<file path="src/rtl/mixer_ch_sched_pkg.sv">
// Shared sizing defaults for the multichannel mixer scheduler.
// Latency: n/a (constants and a width helper only).
// Backpressure: n/a.
package mixer_ch_sched_pkg;

  localparam int NCH_DEF      = 4;   // input channels sharing one mixer
  localparam int PW_DEF       = 32;  // phase accumulator width
  localparam int PIPE_LAT_DEF = 3;   // issue-to-result latency of the mixer
  localparam int SAMP_W       = 16;  // input sample width
  localparam int RES_W        = 20;  // mixer result width

  // Channel-index width; a single channel still needs a 1-bit tag.
  function automatic int ch_w(input int n);
    return (n > 1) ? $clog2(n) : 1;
  endfunction

endpackage

</file>
<file path="src/rtl/mixer_ch_sched_rr_arb.sv">
// Round-robin arbiter: one-hot grant over req_i, search starts after last grant.
// Latency: combinational grant, pointer updates on the clock after a grant.
// Backpressure: none; no request -> no grant and the pointer holds.
// Ports: clk/rst, req_i[N], gnt_o[N] one-hot, gnt_idx_o encoded grant.
module rr_arb
  import mixer_ch_sched_pkg::*;
#(
  parameter int N = NCH_DEF,
  localparam int IW = ch_w(N)
) (
  input  logic          clk,
  input  logic          rst,
  input  logic [N-1:0]  req_i,
  output logic [N-1:0]  gnt_o,
  output logic [IW-1:0] gnt_idx_o
);

  logic [IW-1:0] ptr_q, ptr_d;
  logic          found;
  logic [IW-1:0] idx;

  always_comb begin
    gnt_o     = '0;
    gnt_idx_o = '0;
    found     = 1'b0;
    idx       = '0;
    for (int i = 0; i < N; i++) begin
      idx = IW'((int'(ptr_q) + i) % N);
      if (!found && req_i[idx]) begin
        found      = 1'b1;
        gnt_o[idx] = 1'b1;
        gnt_idx_o  = idx;
      end
    end
    ptr_d = ptr_q;
    if (found) begin
      ptr_d = (int'(gnt_idx_o) == N - 1) ? '0 : gnt_idx_o + 1'b1;
    end
  end

  always_ff @(posedge clk or posedge rst) begin
    if (rst) ptr_q <= '0;
    else     ptr_q <= ptr_d;
  end

endmodule

</file>
<file path="src/rtl/mixer_ch_sched.sv">
// Time-shares one I/Q mixer/NCO among NCH channels, each with its own phase accumulator.
// Latency: accept -> grant next cycle -> mix_* one cycle later; out_* PIPE_LAT+1 after issue.
// Backpressure: per-channel 1-deep hold; in_ready = !hold_v | grant, no grants while en=0.
// Ports: en, in_valid/in_data/in_ready (inputs), cfg_* (freq word / phase clear),
//        mix_valid/mix_data/mix_phase (to mixer), res_i/res_q (from mixer),
//        out_valid/out_ch/out_i/out_q (tagged results).
module mixer_ch_sched
  import mixer_ch_sched_pkg::*;
#(
  parameter int NCH      = NCH_DEF,
  parameter int PW       = PW_DEF,
  parameter int PIPE_LAT = PIPE_LAT_DEF,
  localparam int CW = ch_w(NCH)
) (
  input  logic                  clk,
  input  logic                  rst,
  input  logic                  en,
  input  logic [NCH-1:0]        in_valid,
  input  logic [SAMP_W*NCH-1:0] in_data,
  output logic [NCH-1:0]        in_ready,
  input  logic                  cfg_we,
  input  logic [CW-1:0]         cfg_ch,
  input  logic [PW-1:0]         cfg_fword,
  input  logic                  cfg_ph_clr,
  output logic                  mix_valid,
  output logic [SAMP_W-1:0]     mix_data,
  output logic [PW-1:0]         mix_phase,
  input  logic [RES_W-1:0]      res_i,
  input  logic [RES_W-1:0]      res_q,
  output logic                  out_valid,
  output logic [CW-1:0]         out_ch,
  output logic [RES_W-1:0]      out_i,
  output logic [RES_W-1:0]      out_q
);

  logic [NCH-1:0]    hold_v_q, hold_v_d;
  logic [SAMP_W-1:0] hold_q  [NCH];
  logic [PW-1:0]     acc_q   [NCH];
  logic [PW-1:0]     acc_d   [NCH];
  logic [PW-1:0]     fword_q [NCH];

  logic [NCH-1:0] grant;
  logic [CW-1:0]  gnt_idx;
  logic [NCH-1:0] accept;

  logic              mix_valid_q;
  logic [CW-1:0]     mix_ch_q;
  logic [SAMP_W-1:0] mix_data_q;
  logic [PW-1:0]     mix_phase_q;

  logic          tag_v_q  [PIPE_LAT];
  logic [CW-1:0] tag_ch_q [PIPE_LAT];

  logic              out_valid_q;
  logic [CW-1:0]     out_ch_q;
  logic [RES_W-1:0]  out_i_q, out_q_q;

  // Gating requests with en keeps the arbiter pointer frozen while disabled.
  rr_arb #(.N(NCH)) u_arb (
    .clk       (clk),
    .rst       (rst),
    .req_i     (hold_v_q & {NCH{en}}),
    .gnt_o     (grant),
    .gnt_idx_o (gnt_idx)
  );

  // A granted slot is vacated this cycle, so it can refill at the same edge.
  assign in_ready = rst ? '0 : (~hold_v_q | grant);
  assign accept   = in_valid & in_ready;

  always_comb begin
    hold_v_d = hold_v_q;
    for (int c = 0; c < NCH; c++) begin
      acc_d[c] = acc_q[c];
      if (accept[c])     hold_v_d[c] = 1'b1;
      else if (grant[c]) hold_v_d[c] = 1'b0;
      // Clear wins over the increment; the issued phase is still the old value.
      if (cfg_ph_clr && int'(cfg_ch) == c) acc_d[c] = '0;
      else if (grant[c])                  acc_d[c] = acc_q[c] + fword_q[c];
    end
  end

  always_ff @(posedge clk or posedge rst) begin
    if (rst) begin
      hold_v_q <= '0;
      for (int c = 0; c < NCH; c++) begin
        hold_q[c]  <= '0;
        acc_q[c]   <= '0;
        fword_q[c] <= '0;
      end
    end else begin
      hold_v_q <= hold_v_d;
      for (int c = 0; c < NCH; c++) begin
        acc_q[c] <= acc_d[c];
        if (accept[c]) hold_q[c] <= in_data[SAMP_W*c +: SAMP_W];
        // The grant in this cycle already used the old word.
        if (cfg_we && int'(cfg_ch) == c) fword_q[c] <= cfg_fword;
      end
    end
  end

  always_ff @(posedge clk or posedge rst) begin
    if (rst) begin
      mix_valid_q <= 1'b0;
      mix_ch_q    <= '0;
      mix_data_q  <= '0;
      mix_phase_q <= '0;
    end else begin
      mix_valid_q <= |grant;
      if (|grant) begin
        mix_ch_q    <= gnt_idx;
        mix_data_q  <= hold_q[gnt_idx];
        mix_phase_q <= acc_q[gnt_idx];
      end
    end
  end

  // Tag line mirrors the mixer pipeline so results can be attributed to a channel.
  always_ff @(posedge clk or posedge rst) begin
    if (rst) begin
      for (int k = 0; k < PIPE_LAT; k++) begin
        tag_v_q[k]  <= 1'b0;
        tag_ch_q[k] <= '0;
      end
      out_valid_q <= 1'b0;
      out_ch_q    <= '0;
      out_i_q     <= '0;
      out_q_q     <= '0;
    end else begin
      tag_v_q[0]  <= mix_valid_q;
      tag_ch_q[0] <= mix_ch_q;
      for (int k = 1; k < PIPE_LAT; k++) begin
        tag_v_q[k]  <= tag_v_q[k-1];
        tag_ch_q[k] <= tag_ch_q[k-1];
      end
      out_valid_q <= tag_v_q[PIPE_LAT-1];
      out_ch_q    <= tag_ch_q[PIPE_LAT-1];
      out_i_q     <= res_i;
      out_q_q     <= res_q;
    end
  end

  assign mix_valid = mix_valid_q;
  assign mix_data  = mix_data_q;
  assign mix_phase = mix_phase_q;
  assign out_valid = out_valid_q;
  assign out_ch    = out_ch_q;
  assign out_i     = out_i_q;
  assign out_q     = out_q_q;

endmodule

</file>
<file path="config.mk">
export PLATFORM = sky130hd
export DESIGN_NAME = mixer_ch_sched
export DESIGN_NICKNAME = d
export VERILOG_FILES = /design/src/rtl/mixer_ch_sched_pkg.sv /design/src/rtl/mixer_ch_sched_rr_arb.sv /design/src/rtl/mixer_ch_sched.sv
export SDC_FILE = /design/constraint.sdc
export NUM_CORES = 1
export LEC_CHECK = 0
export BUFFER_PORTS_ARGS = -buffer_cell sky130_fd_sc_hd__buf_2
export CAP_MARGIN = 5
export CORE_ASPECT_RATIO = 0.5
export CORE_UTILIZATION = 54
export DETAILED_ROUTE_END_ITERATION = 12
export PLACE_DENSITY = 0.77
export SYNTH_ARGS = -nofsm -noshare
export SYNTH_HDL_FRONTEND = slang
export SYNTH_SLANG_ARGS = --single-unit
</file>
<file path="constraint.sdc">
create_clock -name clk -period 15.8 [get_ports clk]
set_clock_uncertainty 0.1 [all_clocks]
set_input_delay 4.74 -clock clk [delete_from_list [all_inputs] [get_ports clk]]
set_output_delay 4.74 -clock clk [all_outputs]
set_load 0.01 [all_outputs]
</file>
==> qor.txt <==
status - finished, final reports clean
# IOs - 243
core region area - 42570 um^2
Max IR drop VDD - 0.1996 mV
GR Util All Layers - 27.49%
Initial Util - 55.45%
FF-to-FF End - mix_phase[12]
GRT overflow - 0
Post-Syn Area - 23610 um^2
Reg2Reg Launch Point - u_arb.ptr_q[0]
via count - 18.30k
number of synthesized flops with an enable pin - 0
Slew @ Worst Pin - 1.056 ns
commonest non-fill, non-tap cell in the layout - dfrtp_1
Slew Limit Fails - 0
Setup TNS Final - 0 ns
H-tree Lvls - 2
kind of critical path - primary input to output port
DR WL/cell - 19.99 um
via/cell ratio - 5.986
Clock Sinks - 429
CTS max path bufs - 3
final WL - 61100 um
largest net degree at the start of global routing - 151
FMAX - 88.49 MHz
Post-synth ARST share - 100.0%
Remaining DRCs - 0
CP Launch Type - primary input
worst reg2reg path depth - 13
post-route antenna net violation count - 0
CP max stage delay - 0.54 ns
worst hold path class - flop to flop
die area - 44610 um^2
Worst path slowest cell - o21a_1
cell mode on critical path - buf_2
Critical path destination - in_ready[0]
site row count - 53
flop2flop setup slack - 10.65 ns
I/O Buffers - 242
Reg clk slew, reported paths - 0.07 ns
min Tclk post-route - 11.30 ns
Final Core Density - 62.67%
post-synthesis sequential area ratio - 45.47%
Die Y - 149.9 um
syn nets - 2523
GP Congestion - 0.9244
period utilization - 71.53%
Post-layout nets - 2735
crit path DAT - 6.46 ns
placed instance area - 25340 um^2
CTS tree - yes
Post-DP HPWL - 42350 um
crit path cell chain - buf_2, inv_1, nor3_1, o21a_1, a221oi_4, a21oi_1, buf_2
worst path required time - 10.96 ns
Gate Count Post-Synth - 2239
# setup viols final - 0
share of post-route cells with drive strength above 1 - 23.80%
RSZ-0062 raised after global routing - no
first-pass GRT wire length - 97480 um
Inserted Clock Buffers - 40
violation count after the first detailed-route iteration - 1343
Die Width - 297.7 um
Initial DRT Pass Iterations - 5
ys flop type - dfrtp_1
initial antenna violation count - 3
CP max FO - 8
Final Instance Area - 26680 um^2
PostCTS Resize Cnt - 0
Root Driver - clkbuf_16
P&R area growth vs syn - 13.02%
Max Cap Viol - 0
setup bufs post-CTS - 0
crit end category - output port
Synth Warn # - 0
crit path from - en
P_leak - 12.46 nW
most frequent cells in the layout - dfrtp_1 (429), nand2_1 (286), buf_2 (242)
vias in the first global route - 17.92k
Syn Area/Cell - 10.54 um^2
PD cells - 214.5 nW/um^2
flops & latches, synth - 429
clk_lat worst skew - 0.55 ns
Hold Fails Final Rpt - 0
hold-fix buffers at CTS - 0
relative slew slack - 29.61%
number of distinct library cells after synthesis - 73
## synth_stat cells (all sizes together), types with 13 or more instances
cell type  count  area (um^2)
xnor2         64        560.5
clkbuf        54        202.7
o21a          16        120.1
nor3          26        130.1
a211oi        29        217.7
nand2b        15        93.84
inv           39        146.4
nand2        286         1074
mux2         242         2725
o21bai        22        165.2
dfrtp        429        10740
mux2i        106         1061
a21oi        206         1035
a21o          65        488.0
nor2          85        326.6
buf           43        280.3
nand3         47        235.2
ha           133         1664
o21ai        118        590.6
nand4         13        81.33
xor2          33        289.0
## cell families after synthesis
group | count (synthesis) | synth area share, %
simple gates | 541 | 10.23
fa+ha+maj | 137 | 7.388
mux | 348 | 16.04
buf+inv | 136 | 2.666
compound gates | 551 | 14.61
flops | 429 | 45.47
xor+xnor | 97 | 3.599
## sequential cells by signal, indices dropped and copies added, names as in the netlist
register	count
acc_q	128
fword_q	128
hold_q	64
mix_phase	32
out_i	20
out_q	20
mix_data	16
tag_ch_q	6
hold_v_q	4
tag_v_q	3
mix_ch_q	2
out_ch	2
u_arb.ptr_q	2
mix_valid	1
out_valid	1
## through the flow
stage | setup slack (ns) | cells | hold WS [ns] | power, mW
finish | 4.499 | 3057 | 0.2492 | 5.723
detailed placement | 4.565 | 2986 | 0.2370 | 4.690
floorplan | 5.092 | 2239 | 0.2312 | 3.954
CTS | 4.551 | 3056 | 0.2500 | 5.714
global placement | 4.619 | 2986 | 0.2318 | 4.586
global route | 4.374 | 3057 | 0.2577 | 6.126
## worst min-delay path by stage
stage                start          end  depth (start not counted)
2_1_floorplan  tag_ch_q[0]    out_ch[0]                          0
3_3_place_gp   tag_ch_q[5]  tag_ch_q[3]                          0
3_5_place_dp   tag_ch_q[5]  tag_ch_q[3]                          0
4_1_cts        tag_ch_q[0]    out_ch[0]                          0
5_1_grt        tag_ch_q[4]  tag_ch_q[2]                          0
6_report       tag_ch_q[0]    out_ch[0]                          0
## critical path: cells and delay by family
kind | cells | cell delay, ns
AOI/OAI and AO/OA | 3 | 0.88
buffers and inverters | 3 | 0.39
and+or+nand+nor | 1 | 0.43
## routing by layer
metal	share of wire, %	up-vias	track usage (%)	wire length [um]
met2	46	577	44.77	28250
met5	0	-	0	0
met4	2.4	0	7.887	1486
met3	6.4	111	4.355	3918
li1	-	8489	-	-
met1	45	9122	38.13	27440
## area by class of cell
class                      instances  area (um^2)
multi-input combinational       1674        12320
sequential                       429        10740
inverter                          39        150.1
fill                            3467        15890
timing repair buffer             267         1411
clock inverter                    12        138.9
clock buffer                      58         1200
antenna                            1        2.502
tap                              577        721.9
## power by group
| group | total [mW] | internal (mW) | switching (mW) |
|---|---|---|---|
| Combinational | 3.00 | 1.25 | 1.75 |
| Clock | 1.01 | 0.576 | 0.431 |
| Sequential | 1.72 | 1.47 | 0.251 |
Power figures use the tool's default switching activity.
